**config.mk**
```make
export PLATFORM = sky130hd
export DESIGN_NAME = fifo_wr_arbiter_flat
export DESIGN_NICKNAME = d
export VERILOG_FILES = /design/src/rtl/fifo_wr_arbiter_pkg.sv /design/src/rtl/fifo_wr_arbiter_if.sv /design/src/rtl/fifo_wr_arbiter_rr_pick.sv /design/src/rtl/fifo_wr_arbiter.sv /design/src/flat_wrapper.sv
export SDC_FILE = /design/constraint.sdc
export NUM_CORES = 1
export LEC_CHECK = 0
export ABC_AREA = 1
export CAP_MARGIN = 5
export CELL_PAD_IN_SITES_DETAIL_PLACEMENT = 0
export CELL_PAD_IN_SITES_GLOBAL_PLACEMENT = 2
export CORE_MARGIN = 5
export CORE_UTILIZATION = 19
export DETAILED_ROUTE_END_ITERATION = 12
export GPL_TIMING_DRIVEN = 0
export PLACE_DENSITY = 0.82
export SYNTH_ARGS = -nofsm -noshare
export SYNTH_HDL_FRONTEND = slang
export SYNTH_SLANG_ARGS = --single-unit
```
**constraint.sdc**
```tcl
create_clock -name w_clk -period 3.8 [get_ports w_clk]
set_input_delay 0.76 -clock w_clk [delete_from_list [all_inputs] [get_ports w_clk]]
set_output_delay 0.76 -clock w_clk [all_outputs]
set_load 0.01 [all_outputs]
```
**src/rtl/fifo_wr_arbiter_pkg.sv**
```systemverilog
// fifo_wr_arbiter_pkg: shared FSM type and parameter defaults
// for the async FIFO write-port arbiter.
package fifo_wr_arbiter_pkg;

    typedef enum logic {
        ST_IDLE  = 1'b0,
        ST_BURST = 1'b1
    } arb_state_t;

    localparam int DEF_D_WIDTH   = 8;
    localparam int DEF_NUM_REQ   = 4;
    localparam int DEF_MAX_BURST = 4;

endpackage

```
**src/rtl/fifo_wr_arbiter_if.sv**
```systemverilog
// fifo_wr_arbiter_if: producer request bundle, FIFO write port
// and grant status seen by the arbiter.
interface fifo_wr_arbiter_if #(
    parameter int D_WIDTH = fifo_wr_arbiter_pkg::DEF_D_WIDTH,
    parameter int NUM_REQ = fifo_wr_arbiter_pkg::DEF_NUM_REQ,
    parameter int GNT_W   = $clog2(NUM_REQ)
);
    logic [NUM_REQ-1:0]         req_valid;
    logic [NUM_REQ*D_WIDTH-1:0] req_data;
    logic [NUM_REQ-1:0]         req_ready;
    logic                       w_full;
    logic                       w_en;
    logic [D_WIDTH-1:0]         w_data;
    logic [GNT_W-1:0]           grant_id;
    logic                       busy;
    logic                       burst_done;

    modport master (
        input  req_valid, req_data, w_full,
        output req_ready, w_en, w_data,
        output grant_id, busy, burst_done
    );

    modport slave (
        output req_valid, req_data, w_full,
        input  req_ready, w_en, w_data,
        input  grant_id, busy, burst_done
    );

endinterface

```
**src/rtl/fifo_wr_arbiter_rr_pick.sv**
```systemverilog
// rr_pick: combinational round-robin chooser, first requester
// after last_gnt (wrapping modulo NUM_REQ).
module rr_pick
    import fifo_wr_arbiter_pkg::*;
#(
    parameter int NUM_REQ = DEF_NUM_REQ,
    parameter int GNT_W   = $clog2(NUM_REQ)
) (
    input  logic [NUM_REQ-1:0] req,
    input  logic [GNT_W-1:0]   last_gnt,
    output logic               any_req,
    output logic [GNT_W-1:0]   next_idx
);

    localparam logic [GNT_W:0] N_EXT = (GNT_W+1)'(NUM_REQ);
    localparam logic [GNT_W-1:0] N_TOP = GNT_W'(NUM_REQ-1);

    logic [GNT_W-1:0]     start;
    logic [2*NUM_REQ-1:0] dbl;
    logic [NUM_REQ-1:0]   rot;
    logic [GNT_W-1:0]     off;
    logic                 found;
    logic [GNT_W:0]       sum;

    assign any_req = |req;
    assign dbl     = {req, req};

    always_comb begin
        start = (last_gnt == N_TOP) ? '0 : last_gnt + 1'b1;
        rot   = dbl[start +: NUM_REQ];
        off   = '0;
        found = 1'b0;
        for (int i = 0; i < NUM_REQ; i++) begin
            if (!found && rot[i]) begin
                found = 1'b1;
                off   = GNT_W'(i);
            end
        end
        // explicit wrap keeps non-power-of-2 NUM_REQ in range
        sum = {1'b0, start} + {1'b0, off};
        if (sum >= N_EXT) begin
            next_idx = GNT_W'(sum - N_EXT);
        end else begin
            next_idx = sum[GNT_W-1:0];
        end
    end

endmodule

```
**src/rtl/fifo_wr_arbiter.sv**
```systemverilog
// fifo_wr_arbiter: round-robin burst arbiter in front of the
// async FIFO write port; zero-latency data mux.
module fifo_wr_arbiter
    import fifo_wr_arbiter_pkg::*;
#(
    parameter int D_WIDTH   = DEF_D_WIDTH,
    parameter int NUM_REQ   = DEF_NUM_REQ,
    parameter int MAX_BURST = DEF_MAX_BURST,
    parameter int GNT_W     = $clog2(NUM_REQ),
    parameter int BCNT_W    = $clog2(MAX_BURST+1)
) (
    input logic               w_clk,
    input logic               w_rst,
    fifo_wr_arbiter_if.master bus
);

    localparam logic [BCNT_W-1:0] LAST_BEAT = BCNT_W'(MAX_BURST-1);
    localparam logic [GNT_W-1:0]  RST_LAST  = GNT_W'(NUM_REQ-1);

    arb_state_t        state;
    arb_state_t        state_nxt;
    logic [GNT_W-1:0]  grant_q;
    logic [GNT_W-1:0]  grant_nxt;
    logic [GNT_W-1:0]  last_q;
    logic [GNT_W-1:0]  last_nxt;
    logic [GNT_W-1:0]  pick;
    logic [BCNT_W-1:0] beat_q;
    logic [BCNT_W-1:0] beat_nxt;
    logic              done_q;
    logic              done_nxt;
    logic              any_req;
    logic              xfer;

    rr_pick #(
        .NUM_REQ (NUM_REQ),
        .GNT_W   (GNT_W)
    ) u_pick (
        .req      (bus.req_valid),
        .last_gnt (last_q),
        .any_req  (any_req),
        .next_idx (pick)
    );

    always_comb begin
        state_nxt     = state;
        grant_nxt     = grant_q;
        last_nxt      = last_q;
        beat_nxt      = beat_q;
        done_nxt      = 1'b0;
        xfer          = 1'b0;
        bus.req_ready = '0;
        bus.w_en      = 1'b0;
        bus.w_data    = bus.req_data[grant_q*D_WIDTH +: D_WIDTH];
        unique case (state)
            ST_IDLE: begin
                if (any_req) begin
                    grant_nxt = pick;
                    last_nxt  = pick;
                    beat_nxt  = '0;
                    state_nxt = ST_BURST;
                end
            end
            ST_BURST: begin
                // reset gates the handshake in the same cycle
                xfer = bus.req_valid[grant_q] & ~bus.w_full & ~w_rst;
                bus.req_ready[grant_q] = ~bus.w_full & ~w_rst;
                bus.w_en = xfer;
                if (xfer) begin
                    if (beat_q == LAST_BEAT) begin
                        beat_nxt  = '0;
                        done_nxt  = 1'b1;
                        state_nxt = ST_IDLE;
                    end else begin
                        beat_nxt = beat_q + 1'b1;
                    end
                end else if (!bus.req_valid[grant_q]) begin
                    done_nxt  = 1'b1;
                    state_nxt = ST_IDLE;
                end
            end
        endcase
    end

    always_ff @(posedge w_clk) begin
        if (w_rst) begin
            state   <= ST_IDLE;
            grant_q <= '0;
            last_q  <= RST_LAST;
            beat_q  <= '0;
            done_q  <= 1'b0;
        end else begin
            state   <= state_nxt;
            grant_q <= grant_nxt;
            last_q  <= last_nxt;
            beat_q  <= beat_nxt;
            done_q  <= done_nxt;
        end
    end

    assign bus.grant_id   = grant_q;
    assign bus.busy       = (state == ST_BURST);
    assign bus.burst_done = done_q;

endmodule
```
**src/flat_wrapper.sv**
```systemverilog
// flat-port wrapper written by rule: the top's interface ports become plain ports
module fifo_wr_arbiter_flat import fifo_wr_arbiter_pkg::*;
#(
    parameter int D_WIDTH   = DEF_D_WIDTH,
    parameter int NUM_REQ   = DEF_NUM_REQ,
    parameter int MAX_BURST = DEF_MAX_BURST,
    parameter int GNT_W     = $clog2(NUM_REQ),
    parameter int BCNT_W    = $clog2(MAX_BURST+1)
)
  (w_clk, w_rst, bus_req_valid, bus_req_data, bus_w_full, bus_req_ready, bus_w_en, bus_w_data, bus_grant_id, bus_busy, bus_burst_done);
  fifo_wr_arbiter_if #(.D_WIDTH(D_WIDTH), .NUM_REQ(NUM_REQ), .GNT_W(GNT_W)) bus_i ();
  input logic w_clk;
  input logic w_rst;
  input wire logic [$bits(bus_i.req_valid)-1:0] bus_req_valid;
  input wire logic [$bits(bus_i.req_data)-1:0] bus_req_data;
  input wire logic [$bits(bus_i.w_full)-1:0] bus_w_full;
  output wire logic [$bits(bus_i.req_ready)-1:0] bus_req_ready;
  output wire logic [$bits(bus_i.w_en)-1:0] bus_w_en;
  output wire logic [$bits(bus_i.w_data)-1:0] bus_w_data;
  output wire logic [$bits(bus_i.grant_id)-1:0] bus_grant_id;
  output wire logic [$bits(bus_i.busy)-1:0] bus_busy;
  output wire logic [$bits(bus_i.burst_done)-1:0] bus_burst_done;
  assign bus_i.req_valid = bus_req_valid;
  assign bus_i.req_data = bus_req_data;
  assign bus_i.w_full = bus_w_full;
  assign bus_req_ready = bus_i.req_ready;
  assign bus_w_en = bus_i.w_en;
  assign bus_w_data = bus_i.w_data;
  assign bus_grant_id = bus_i.grant_id;
  assign bus_busy = bus_i.busy;
  assign bus_burst_done = bus_i.burst_done;
  fifo_wr_arbiter #(.D_WIDTH(D_WIDTH), .NUM_REQ(NUM_REQ), .MAX_BURST(MAX_BURST), .GNT_W(GNT_W), .BCNT_W(BCNT_W)) u_core (.w_clk(w_clk), .w_rst(w_rst), .bus(bus_i));
endmodule
```
==> run_results.csv <==
group,metric,value,unit
synth,synth_top_area_share,0.2020,
synth,synth-seq-cells,9,
setup_path,r2r_end,"u_core.bus.grant_id[1]$_SDFFE_PP0P_",
grt,grt_pass1_wl,4595,um
clock_network,clk_pin_slew,0.04,ns
grt,grt.total_usage,0.09208,
setup_path,reg2reg_from,"u_core.last_q[0]$_SDFFE_PP1P_",
timing,fin_tns_setup,0,ns
floorplan,fp.dieH,78.52,um
route,ant_nets,0,
synth,postSynthAreaPerCell,6.916,um^2
finish,nets,231,
power_and_ir_drop,power.net_switching,0.3635,mW
timing,worstMarginPinSlew,0.3032,ns
setup_path,crit_cells,7,
clock_network,cts_buffer_depth,2,
timing,setup_viol,0,
clock_network,cts_max_level,1,
finish,layout_commonest_cell,"clkdlybuf4s50_1",
route,drc,0,
worst_hold_path,hp-start,"u_core.beat_q[2]$_SDFFE_PP0P_",
floorplan,initial_core_util,0.1927,
timing,rsz0062_at_grt,"false",
setup_path,rr_worst_depth,12,
setup_path,path_max_fanout,7,
floorplan,fp.coreArea,4629,um^2
setup_path,crit_type,"in2out",
setup_path,crit_slowest_cell,"clkdlybuf4s50_1",
floorplan,die_w,78.52,um
synth,postSynthCellCount,129,
synth,synthArstFlopShare,0,
setup_path,critPathLaunchType,"input port",
grt,overflow,0,
synth,synth_area_leaders,"dfxtp_1 (20%), nand2_1 (15%), a22oi_1 (10%)",
setup_path,crit_chain,"clkdlybuf4s50_1, inv_2, nand2_1, nor2_2, inv_2, nor3_1, clkdlybuf4s50_1",
setup_path,critPathTopFamily,"buffers and inverters",
finish,synthToLayoutAreaGrowth,74.33,%
synth,synthFlopType,"dfxtp_1",
finish,insertedDiodeCount,0,
placement,place.detailed.hpwl,2309,um
synth,ys_types,29,
timing,fmax,0.2958,GHz
clock_network,cts_buffers,3,
power_and_ir_drop,ir_drop,0.2030,mV
floorplan,ioPinCount,56,
placement,dp_cells,238,
power_and_ir_drop,power_density,526.8,nW/um^2
power_and_ir_drop,power.leakage,0.6418,nW
clock_network,cts_tree,"done",
grt,antenna_found_initial,0,
worst_hold_path,hold_class,"reg2reg",
route,vias_per_cell,4.438,
synth,syn_nets,171,
power_and_ir_drop,p_sw_frac,0.4437,
floorplan,die_area,6165,um^2
placement,gp_congestion,0.7135,
power_and_ir_drop,p_total,0.8193,mW
grt,grt_start_max_net_pins,10,
route,drt_iter0_drc,25,
setup_path,cpPeakStageDelay,0.57,ns
route,post_drt_wl_per_cell,11.78,um
setup_path,reg2reg_slack,1.73,ns
floorplan,placementRows,25,
clock_network,postCtsSetupBuffers,0,
finish,fin_util,0.3359,
placement,portBuffers,55,
timing,slew_headroom,0.7973,
finish,drive_gt1_frac,0.1649,
finish,final_cells,242,
route,drt_first_pass_iters,4,
setup_path,crit_buf_inv,4,
finish,final_cell_mix,"clkdlybuf4s50_1 (55), nand2_1 (36), nand3_1 (16), a22oi_1 (12), dfxtp_1 (9)",
power_and_ir_drop,clkPwrFrac,0.132,
route,drt-total-wl,2851,um
setup_path,worstSetupEndpointType,"output port",
synth,synthesis.area,892.1,um^2
synth,yosysTopAreaCell,"dfxtp_1",
synth,seq_area_frac_synth,0.2020,
status,status,"completed",
setup_path,crit_arrival,2.62,ns
worst_hold_path,holdPathStages,2,
setup_path,endpoint,"bus_req_ready[2]",
synth,synth_edf_count,0,
power_and_ir_drop,p_int,0.4558,mW
setup_path,crit_required,3.04,ns
power_and_ir_drop,power_frac_seq,0.165,
clock_network,cts.sinks,9,
timing,finalMaxSlewViolations,0,
grt,grt_pass1_vias,993,
clock_network,postCtsHoldBufs,0,
power_and_ir_drop,power_frac_comb,0.703,
clock_network,clk_latency,0.23,ns
clock_network,root_buffer,"clkbuf_8",
timing,min_period,3.380,ns
synth,yosys_warnings,0,
route,via_count,1074,
clock_network,cts_resized,0,
setup_path,crit_path_start,"w_rst",
timing,fin_crit_sh,0.8895,
flow_run,drv_cap,0,
timing,hold_violations,0,
timing,clock_skew,0.002787,ns
## worst register-to-register path: cells and delay by family, from the launching register on
kind,cells,cell delay [ns]
and+or+nand+nor,5,0.39
AOI/OAI and AO/OA,2,0.26
DFF,1,0.45
adders and majority gates,2,0.53
buffers and inverters,2,0.18
xor gates and xnor gates,1,0.21
## sequential cells by signal, indices dropped and copies added, names as in the netlist
name,flops
u_core.last_q,2
u_core.bus.busy,1
u_core.bus.grant_id,2
u_core.beat_q,3
u_core.bus.burst_done,1
## power by group through the flow
stage	registers (mW)	logic, mW	clock network, mW
floorplan	0.137	0.372	0
global placement	0.138	0.588	0
detailed placement	0.137	0.580	0
CTS	0.135	0.583	0.113
global route	0.138	0.635	0.121
finish	0.135	0.576	0.108
## synth_stat cells (2+ instances only)
cell     instances
a22oi_1         12
a21oi_1          4
nand2_2          6
nor3_1           3
ha_1             3
nand3_1         16
nand2_1         36
nor2_1           3
inv_2            7
inv_4            2
buf_6            2
nand3_2          2
nor2_8           2
dfxtp_1          9
a21oi_2          2
inv_1            7
## how the worst min path moves through the flow
| stage | endpoint | slack (ns) |
|---|---|---|
| 2_1_floorplan | u_core.beat_q[2]$_SDFFE_PP0P_ | 0.41 |
| 5_1_grt | u_core.beat_q[2]$_SDFFE_PP0P_ | 0.47 |
| 3_5_place_dp | u_core.beat_q[2]$_SDFFE_PP0P_ | 0.44 |
| 4_1_cts | u_core.beat_q[2]$_SDFFE_PP0P_ | 0.44 |
| 6_report | u_core.beat_q[2]$_SDFFE_PP0P_ | 0.44 |
| 3_3_place_gp | u_core.beat_q[2]$_SDFFE_PP0P_ | 0.43 |
## per-layer routing
metal  vias to the layer above  wire (um)  global-route usage
met5                         -          0                   0
met2                        49       1250              0.1511
li1                        562          -                   -
met4                         0         27             0.03147
met1                       459       1247              0.1096
met3                         4        325             0.03440
## kinds of logic after synthesis
group                    Yosys count  synth area share
AO/OA/AOI/OAI                     24            0.2230
adder cells (fa/ha/maj)            3           0.04208
AND/OR/NAND/NOR                   73            0.4208
flip-flops                         9            0.2020
XOR/XNOR                           1          0.009819
buffers and inverters             19            0.1024
## metrics by stage
stage	worst slack [ns]	instance area, um^2	hold slack, ns
floorplan	1.621	892.1	0.4142
global placement	0.3443	1510	0.4347
detailed placement	0.4095	1510	0.4358
CTS	0.3813	1555	0.4434
global route	0.2290	1555	0.4723
finish	0.4198	1555	0.4400
## final cells by class
class                           instances  area [um^2]
Fill cell                             514         3074
Buffer                                  2        22.52
Inverter                               17        68.82
Multi-Input combinational cell        101        620.6
Sequential cell                         9        180.2
Timing Repair Buffer                   55        550.5
Clock buffer                            4        45.04
Tap cell                               54        67.56
No activity file was read; power rests on OpenSTA's default activity.
